**src/rtl/bsg_noc_credit_pkg.sv**
```systemverilog
// Shared definitions for credit-flow link endpoints.
//   credit_width()      : bits needed to hold a credit count in 0..els
//   credit_cfg_e        : outcome of the els/step legality check
//   credit_cfg_check()  : classifies an (els, step) pair at elaboration
package bsg_noc_credit_pkg;

  typedef enum logic [1:0] {
    CFG_OK,
    CFG_ELS_ZERO,
    CFG_STEP_ZERO,
    CFG_STEP_UNEVEN
  } credit_cfg_e;

  function automatic int unsigned credit_width(input int unsigned els);
    return $clog2(els + 1);
  endfunction

  // Credits only come back in whole steps, so a pool that is not a multiple
  // of the step could never be refilled exactly to els.
  function automatic credit_cfg_e credit_cfg_check(input int unsigned els,
                                                   input int unsigned step);
    if (els == 0)
      return CFG_ELS_ZERO;
    if (step == 0)
      return CFG_STEP_ZERO;
    if ((els % step) != 0)
      return CFG_STEP_UNEVEN;
    return CFG_OK;
  endfunction

endpackage

```
**src/rtl/bsg_fifo_credit_counter.sv**
```systemverilog
// Up/down saturating credit counter.
//   clk_i, reset_i : clock and synchronous active-high reset (count -> els_p)
//   dec_i          : consume one credit
//   inc_i          : return step_p credits
//   count_o        : current credit count, 0..els_p
//   overflow_o     : sticky, set when a return would exceed els_p
module bsg_fifo_credit_counter
  import bsg_noc_credit_pkg::*;
#(
  parameter int unsigned els_p  = 4,
  parameter int unsigned step_p = 1
) (
  input  logic                           clk_i,
  input  logic                           reset_i,
  input  logic                           dec_i,
  input  logic                           inc_i,
  output logic [credit_width(els_p)-1:0] count_o,
  output logic                           overflow_o
);

  localparam int unsigned CW = credit_width(els_p);

  // One extra bit so count + step can exceed els_p without wrapping.
  typedef logic [CW:0] wide_t;

  localparam wide_t ELS_W  = wide_t'(els_p);
  localparam wide_t STEP_W = wide_t'(step_p);

  logic [CW-1:0] count_r;
  logic          overflow_r;
  logic          dec_ok;
  wide_t         sum;
  logic          sat;

  always_comb begin
    dec_ok = dec_i && (count_r != '0);
    sum    = {1'b0, count_r} + (inc_i ? STEP_W : '0) - wide_t'(dec_ok);
    sat    = (sum > ELS_W);
  end

  always_ff @(posedge clk_i) begin
    if (reset_i) begin
      count_r    <= CW'(els_p);
      overflow_r <= 1'b0;
    end else begin
      count_r <= sat ? CW'(els_p) : sum[CW-1:0];
      if (sat)
        overflow_r <= 1'b1;
    end
  end

  assign count_o    = count_r;
  assign overflow_o = overflow_r;

  a_no_underflow: assert property (@(posedge clk_i) disable iff (reset_i)
    !(dec_i && (count_r == '0)));

  a_in_range: assert property (@(posedge clk_i) disable iff (reset_i)
    (count_r <= CW'(els_p)));

endmodule

```
**src/rtl/bsg_fifo_credit_sender.sv**
```systemverilog
// Producer end of a credit-flow link into a remote small FIFO.
//   clk_i, reset_i : clock and synchronous active-high reset
//   v_i, data_i    : upstream word; taken when v_i & ready_o
//   ready_o        : at least one credit held
//   v_o, data_o    : word launched to the remote FIFO one cycle after acceptance;
//                    data_o holds its last value while v_o is low
//   credit_i       : remote dequeue pulse, worth credit_step_p credits
//   credits_o      : current credit count
//   overflow_o     : sticky, remote returned more credits than els_p
module bsg_fifo_credit_sender
  import bsg_noc_credit_pkg::*;
#(
  parameter int unsigned width_p       = 8,
  parameter int unsigned els_p         = 4,
  parameter int unsigned credit_step_p = 1
) (
  input  logic                           clk_i,
  input  logic                           reset_i,
  input  logic                           v_i,
  input  logic [width_p-1:0]             data_i,
  output logic                           ready_o,
  output logic                           v_o,
  output logic [width_p-1:0]             data_o,
  input  logic                           credit_i,
  output logic [credit_width(els_p)-1:0] credits_o,
  output logic                           overflow_o
);

  if (credit_cfg_check(els_p, credit_step_p) != CFG_OK) begin : g_cfg_bad
    $error("bsg_fifo_credit_sender: els_p must be >= 1 and a multiple of credit_step_p");
  end

  logic send;
  logic v_r;
  logic [width_p-1:0] data_r;

  // ready_o is a function of the registered count alone, so upstream never
  // sees a combinational path from its own v_i.
  always_comb begin
    ready_o = (credits_o != '0);
    send    = v_i && ready_o;
  end

  bsg_fifo_credit_counter #(
    .els_p  (els_p),
    .step_p (credit_step_p)
  ) counter (
    .clk_i      (clk_i),
    .reset_i    (reset_i),
    .dec_i      (send),
    .inc_i      (credit_i),
    .count_o    (credits_o),
    .overflow_o (overflow_o)
  );

  always_ff @(posedge clk_i) begin
    if (reset_i) begin
      v_r    <= 1'b0;
      data_r <= '0;
    end else begin
      v_r <= send;
      if (send)
        data_r <= data_i;
    end
  end

  assign v_o    = v_r;
  assign data_o = data_r;

endmodule

```
**config.mk**
```make
export PLATFORM = sky130hd
export DESIGN_NAME = bsg_fifo_credit_sender
export DESIGN_NICKNAME = d
export VERILOG_FILES = /design/src/rtl/bsg_noc_credit_pkg.sv /design/src/rtl/bsg_fifo_credit_counter.sv /design/src/rtl/bsg_fifo_credit_sender.sv
export SDC_FILE = /design/constraint.sdc
export NUM_CORES = 1
export LEC_CHECK = 0
export ABC_AREA = 0
export CORE_AREA = 2 2 39 41
export CTS_CLUSTER_DIAMETER = 80
export DETAILED_ROUTE_END_ITERATION = 8
export DIE_AREA = 0 0 41 43
export DONT_BUFFER_PORTS = 1
export PLACE_DENSITY_LB_ADDON = 0.25
export SYNTH_ARGS = -nofsm -noshare
export SYNTH_HDL_FRONTEND = slang
export SYNTH_HIERARCHICAL = 1
export SYNTH_SLANG_ARGS = --single-unit
```
**constraint.sdc**
```tcl
create_clock -name clk_i -period 6.1 [get_ports clk_i]
set_clock_uncertainty 0.1 [all_clocks]
set_input_delay 1.525 -clock clk_i [delete_from_list [all_inputs] [get_ports clk_i]]
set_output_delay 1.525 -clock clk_i [all_outputs]
set_load 0.02 [all_outputs]
```
==> flow_summary.yaml, run 1 <==
run_status:
  status: "finished, final reports clean"
global_routing:
  grt_pass1_vias: 412
  antenna_found_initial: 0
  grtUsageTotal_pct: 14.1
  grt_pass1_wl_mm: 1.63
  grt_start_max_net_pins: 21
  grt-ovfl-total: 0
synth:
  synth_cells: 68
  async_flop_share_pct: 0
  synth_area_sq_um: 663
  ys_warn_count: 6
  synth_edf_count: 0
  ys.flop_type: "dfxtp_1"
  ys_ff_latch: 13
  syn_avg_cell_area_sq_um: 9.75
  netlist-cell-type-count: 20
  synthesis.nets: 85
  ys_seq_area_share_pct: 39.2
power_and_ir_drop:
  power_density_nw_per_um2: 465
  leakage_nw: 0.301
  max-vdd-ir-drop_mv: 0.261
critical_path:
  cp-start-kind: "input port"
  path_class: "input port to flop"
  r2r_slack_ns: 3.05
  cp_max_fo: 10
  endpoint_kind: "flop"
  worstPathArrival_ns: 3.68
  critPathRequiredTime_ns: 6.17
sta:
  max_freq_mhz: 277
  slew_headroom_pct: 63.2
  setup-tns-final_ns: 0
  period_share_pct: 59.3
  tightest_slew_ns: 0.553
  finalHoldViolCount: 0
  finalSetupViolCount: 0
  fin_crit_ns: 3.61
  finalMaxSlewViolations: 0
  grt_setup_unrepaired: "no"
cts:
  post_cts_buffers: 0
  clock_path_buffers: 2
  htreeDepth: 1
  holdBufCountCts: 0
  clk_latency_ns: 0.27
  clk_pin_slew_worst_paths_ns: 0.08
  cts-root-buf: "clkbuf_4"
  cts_tree: "built"
  cts.sinks: 13
  cts_resized: 0
  cts_buffers: 3
floorplanning:
  ioPinCount: 26
  die_w_um: 41
  design.die.area_sq_um: 1760
  rows: 14
  die_y_um: 43
  core_area_sq_um: 1380
  start_util_pct: 47.9
routing:
  firstDrtPassIters: 2
  ant_nets: 0
  wl_per_cell_um: 12.5
  drt_iter0_markers: 6
  vias_per_cell: 5.35
  drc: 0
  routed_wl_mm: 1.07
  vias: 460
placed_design:
  portBuffers: 0
  gp_congestion: 0.783
layout:
  utilization_pct: 50.2
  drive_gt1_share_pct: 4.29
  diodes: 0
  layout.nets: 88
  fillers: 133
  area_growth_syn_to_layout_pct: 4.72
flow_run:
  maxCapViolations: 0
worst_hold_path:
  hp-class: "flop to flop"
[final timing paths]
kind / endpoint / cells after the start / from
setup / recovery: counter/overflow_o / 10 / v_i
hold / removal: data_o[4] / 2 / data_o[4]
setup reg to reg: counter/overflow_o / 10 / counter/count_o[1]
hold reg to reg: data_o[4] / 2 / data_o[4]
[cells in the final DEF (no fill, tap or decap), drive strengths merged, types with 2 or more instances in the layout]
cell,n
o31a,3
mux2i,8
dfxtp,13
nand2b,17
or3,2
ha,4
clkbuf,4
a21oi,2
inv,7
[metal layers]
| metal | share of wire, % | vias to the layer above | GRT usage, % | wire (um) |
|---|---|---|---|---|
| met2 | 47 | 20 | 18.8 | 505 |
| li1 | - | 231 | - | - |
| met3 | 9.7 | 0 | 9.95 | 104 |
| met1 | 43 | 209 | 16.9 | 461 |
| met4 | 0 | 0 | 6.00 | 0 |
| met5 | 0 | - | 0 | 0 |
[kinds of logic (layout without fill, tap and decap cells)]
| kind of cell | after synthesis | count (layout) | share of synthesized area (%) |
|---|---|---|---|
| AND/OR/NAND/NOR | 26 | 26 | 24.0 |
| XOR/XNOR | 1 | 1 | 1.32 |
| buffers and inverters | 9 | 11 | 6.23 |
| adder cells (fa/ha/maj) | 5 | 5 | 10.6 |
| multiplexers | 8 | 8 | 12.1 |
| flip-flops | 13 | 13 | 39.2 |
| AO/OA/AOI/OAI | 6 | 6 | 6.60 |
[through the flow]
step	total power, mW	std cells	hold WS [ns]	area (sq um)	setup WS [ns]
4_1_cts	0.328	86	0.481	694	2.48
3_3_place_gp	0.269	82	0.457	668	2.21
2_1_floorplan	0.253	68	0.446	663	2.58
3_5_place_dp	0.274	82	0.470	668	2.19
6_report	0.323	86	0.473	694	2.49
5_1_grt	0.353	86	0.508	694	2.35
[final cells by class]
cell class / count / area [sq um] / share of cell area [%]
well taps: 16 / 20.0 / 2.88
clock buffers: 4 / 26.3 / 3.78
inverters: 7 / 26.3 / 3.78
multi-input cells: 46 / 362 / 52.1
flip-flops and latches: 13 / 260 / 37.5
[synth_stat cells (2+ instances only)]
library cell	number	area share, %
a21oi_1	2	1.5
dfxtp_1	13	39
ha_1	4	7.5
inv_1	7	4.0
mux2i_1	8	12
nand2b_1	17	16
o31a_1	3	4.0
or3_1	2	1.9
[critical path, cell delays in order]
cell and delay, ns:
o31a_1 0.47, o31a_1 0.24, ha_1 0.22, inv_1 0.05
ha_1 0.15, inv_1 0.05, fa_1 0.51, nand2b_1 0.07
a21o_1 0.17, o31a_1 0.22
[power breakdown]
group / internal (mW) / switching [mW]
registers: 0.103 / 0.0373
logic: 0.0622 / 0.0685
clock network: 0.0253 / 0.0269
[state kept, by name, summed over array words and instances (netlist names)]
name and cells:
data_o 8, counter/count_o 3, counter/overflow_o 1, v_o 1
(Power assumes the default switching activity.)
==> inputs of run 2 (changes only) <==
- clock period: 6.1 -> 3.8 ns (I/O delays scaled with it)
==> flow_summary.yaml, run 2 (synthesized netlist as in run 1, its figures left out) <==
run_status:
  status: "finished, final reports clean"
floorplanning:
  die_w_um: 41
  start_util_pct: 47.9
  design.die.area_sq_um: 1760
  ioPinCount: 26
  core_area_sq_um: 1380
  rows: 14
  die_y_um: 43
routing:
  wl_per_cell_um: 11.6
  ant_nets: 0
  vias_per_cell: 5.10
  firstDrtPassIters: 3
  drc: 0
  routed_wl_mm: 1.01
  vias: 444
  drt_iter0_markers: 2
layout:
  final_common_cell: "nand2b_1"
  diodes: 0
  largest_reg_flops: 8
  area_growth_syn_to_layout_pct: 5.85
  layout_common_cells: "nand2b_1 (17), dfxtp_1 (13), mux2i_1 (8)"
  fillers: 136
  layout.nets: 89
  utilization_pct: 50.7
  drive_gt1_share_pct: 5.63
global_routing:
  grt-ovfl-total: 0
  antenna_found_initial: 0
  grtUsageTotal_pct: 13.8
  grt_start_max_net_pins: 21
  grt_pass1_vias: 404
  grt_pass1_wl_mm: 1.61
critical_path:
  reg2reg_from: "counter/count_o[1]"
  r2r_slack_ns: 1.19
  worstPathArrival_ns: 2.65
  critPathRequiredTime_ns: 3.85
  path_class: "flop to flop"
  crit_path_start: "counter/count_o[1]"
  endpoint_kind: "flop"
  cp-start-kind: "flop"
  ff2ff_path_depth: 9
  cp_max_fo: 7
power_and_ir_drop:
  leakage_nw: 0.306
  power_density_nw_per_um2: 731
  finalPower_mw: 0.513
  max-vdd-ir-drop_mv: 0.350
cts:
  holdBufCountCts: 0
  htreeDepth: 1
  cts.sinks: 13
  cts_tree: "built"
  cts_resized: 0
  clk_latency_ns: 0.26
  cts-root-buf: "clkbuf_4"
  post_cts_buffers: 0
  cts_buffers: 3
  clock_path_buffers: 2
  clk_pin_slew_worst_paths_ns: 0.07
sta:
  finalMaxSlewViolations: 0
  holdWs_ns: 0.471
  setup-tns-final_ns: 0
  period_share_pct: 68.6
  grt_setup_unrepaired: "no"
  finalSetupViolCount: 0
  max_freq_mhz: 383
  slew_headroom_pct: 70.9
  tightest_slew_ns: 0.436
  fin_crit_ns: 2.61
  finalHoldViolCount: 0
placed_design:
  portBuffers: 0
  gp_congestion: 0.765
  dp_hpwl_um: 764
worst_hold_path:
  hp-class: "flop to flop"
  min_path_cells: 2
  worst_hold_startpoint: "data_o[0]"
flow_run:
  maxCapViolations: 0
run 2: cell types whose count changed in the layout (fill, tap and decap cells not counted):
cell | previous run | this run
buf_4 | 0 | 1
run 2: critical path, cell delays in order (launching register included):
cell and delay, ns:
dfxtp_1 0.45, o31a_1 0.36, o31a_1 0.11, ha_1 0.27, inv_1 0.06, ha_1 0.15
inv_1 0.05, fa_1 0.37, xnor2_1 0.17, or4_1 0.40
run 2: path summary, 6_finish.rpt:
path / to
hold / removal: data_o[0]
setup / recovery: counter/count_o[2]
hold reg to reg: data_o[0]
setup reg to reg: counter/count_o[2]
run 2: final cells by class:
type	count	area (sq um)	area share (%)
multi-input combinational	46	362	51.5
sequential	13	260	37.1
clock buffer	4	26.3	3.74
inverter	7	26.3	3.74
tap	16	20.0	2.85
timing repair buffer	1	7.51	1.07
run 2: power breakdown:
part           switching (mW)  internal (mW)  total [mW]  leakage (nW)
sequential             0.0594          0.165       0.225         0.107
clock                  0.0403         0.0406      0.0809        0.0150
combinational           0.106          0.101       0.207         0.184
total                   0.206          0.307       0.513         0.306
run 2: per-stage QoR:
step	area (sq um)	setup WS, ns	cells
after floorplan	663	0.857	68
after global placement	676	0.940	83
after detailed placement	676	0.922	83
after CTS	702	1.17	87
after global routing	702	0.925	87
final	702	1.19	87
run 2: per-layer routing:
| layer | wire [um] | GRT usage (%) | vias up |
|---|---|---|---|
| li1 | - | - | 233 |
| met1 | 481 | 16.4 | 193 |
| met2 | 443 | 20.0 | 18 |
| met3 | 83 | 9.95 | 0 |
| met4 | 0 | 2.00 | 0 |
| met5 | 0 | 0 | - |
==> inputs of run 3 (changes only) <==
- clock period: 3.8 -> 2.1 ns (I/O delays scaled with it)
==> flow_summary.yaml, run 3 (synthesized netlist as in run 1, its figures left out) <==
layout:
  layout_common_cells: "nand2b_1 (17), dfxtp_1 (10), mux2i_1 (8), buf_4 (8), inv_1 (5)"
  stdcell_count: 96
  largest_reg_flops: 8
  diodes: 0
  final_common_cell: "nand2b_1"
  drive_gt1_share_pct: 30.0
  area_growth_syn_to_layout_pct: 26.4
  layout.nets: 98
run_status:
  violations: "setup timing"
  status: "finished, violations left"
sta:
  tightest_slew_ns: 0.282
  fin_crit_ns: 2.44
  slew_headroom_pct: 81.1
  finalSetupViolCount: 4
  finalHoldViolCount: 0
  max_freq_mhz: 410
  layout_setup_ws_ns: -0.341
  finalMaxSlewViolations: 0
  grt_setup_unrepaired: "yes"
  setup-tns-final_ns: -1.08
  period_share_pct: 116
critical_path:
  ff2ff_path_depth: 10
  cp.depth: 10
  crit_path_frequent_cell: "o31a_1"
  r2r-end: "counter/overflow_o"
  crit_path_start: "counter/count_o[1]"
  cp_max_fo: 3
  cp_slowest_cell: "fa_2"
  r2r_slack_ns: -0.34
  worstPathArrival_ns: 2.50
  cp-start-kind: "flop"
  endpoint_kind: "flop"
  critical_path.max_stage_delay_ns: 0.52
  reg2reg_from: "counter/count_o[1]"
  crit_path_end: "counter/overflow_o"
  path_class: "flop to flop"
  crit_buf_inv: 2
  cp_top_family: "adder cells"
  path_cells: "o31a_1 -> o31a_1 -> ha_1 -> inv_2 -> ha_4 -> inv_2 -> fa_2 -> nand2b_1 -> a21o_1 -> o31a_1"
  critPathRequiredTime_ns: 2.16
floorplanning:
  ioPinCount: 26
  rows: 14
  design.die.area_sq_um: 1760
  start_util_pct: 47.9
  core_area_sq_um: 1380
  die_w_um: 41
  die_y_um: 43
cts:
  cts_tree: "built"
  clk_pin_slew_worst_paths_ns: 0.08
  htreeDepth: 1
  cts_buffers: 3
  cts.sinks: 13
  clk_latency_ns: 0.27
  clock_path_buffers: 2
  cts-root-buf: "clkbuf_4"
worst_hold_path:
  worst_hold_startpoint: "reset_i"
  hp-class: "input port to flop"
global_routing:
  grt_pass1_wl_mm: 2.02
  grtUsageTotal_pct: 17.1
  grt_pass1_vias: 488
  antenna_found_initial: 0
  grt_start_max_net_pins: 21
  grt-ovfl-total: 0
flow_run:
  maxCapViolations: 0
placed_design:
  numPlacedInstances: 88
  portBuffers: 0
  gp_congestion: 0.823
  dp_hpwl_um: 906
power_and_ir_drop:
  finalPower_mw: 1.20
  power_density_nw_per_um2: 1430
  max-vdd-ir-drop_mv: 0.737
  leakage_nw: 0.355
routing:
  firstDrtPassIters: 4
  vias: 494
  routed_wl_mm: 1.36
  drt_iter0_markers: 5
  drc: 0
  ant_nets: 0
  wl_per_cell_um: 14.2
  vias_per_cell: 5.15
-- run 3: cell count changes in the layout (fill, tap and decap cells not counted), sizes merged --
cell,change
buf,+9
-- run 3: layout make-up --
type	count	area (sq um)
Fill cell	124	546
Clock buffer	4	26.3
Inverter	7	26.3
Multi-Input combinational cell	46	417
Tap cell	16	20.0
Sequential cell	13	267
Timing Repair Buffer	10	82.6
-- run 3: repair_timing --
action                     in CTS  in global routing
setup buffers                   2                  2
setup endpoints to repair       4                  4
resized for setup               8                  6
hold buffers                    0                  0
pin swaps                       3                  3
-- run 3: how the worst min path moves through the flow --
stage	endpoint	slack, ns	cells after the start
2_1_floorplan	data_o[0]	0.45	2
3_3_place_gp	data_o[3]	0.46	2
3_5_place_dp	data_o[7]	0.47	2
4_1_cts	v_o	0.21	1
5_1_grt	v_o	0.20	1
6_report	v_o	0.22	1
-- run 3: stage by stage --
step / area, sq um / setup WS, ns / util (%) / hold WS [ns]
after floorplan: 668 / -0.453 / - / 0.446
after global placement: 718 / -0.329 / 51.9 / 0.458
after detailed placement: 718 / -0.366 / 51.9 / 0.468
after CTS: 790 / -0.361 / 57.1 / 0.214
after global routing: 838 / -0.428 / 60.6 / 0.204
final: 838 / -0.341 / 60.6 / 0.224
-- run 3: per-layer routing --
layer	wire, um	share of wire (%)	GRT usage (%)	vias up
li1	-	-	-	252
met1	573	42	20.9	221
met2	685	50	27.5	21
met3	103	7.6	7.85	0
met4	0	0	2.00	0
met5	0	0	0	-
-- run 3: where the power goes --
group	switching (mW)	internal, mW
sequential	0.0678	0.305
clock	0.0761	0.0734
combinational	0.344	0.336
-- run 3: worst register-to-register path, cell delays in order, from the launching register on --
cell	delay [ns]
dfxtp_4	0.35
o31a_1	0.30
o31a_1	0.11
ha_1	0.28
inv_2	0.07
ha_4	0.12
inv_2	0.03
fa_2	0.52
nand2b_1	0.05
a21o_1	0.17
o31a_1	0.23
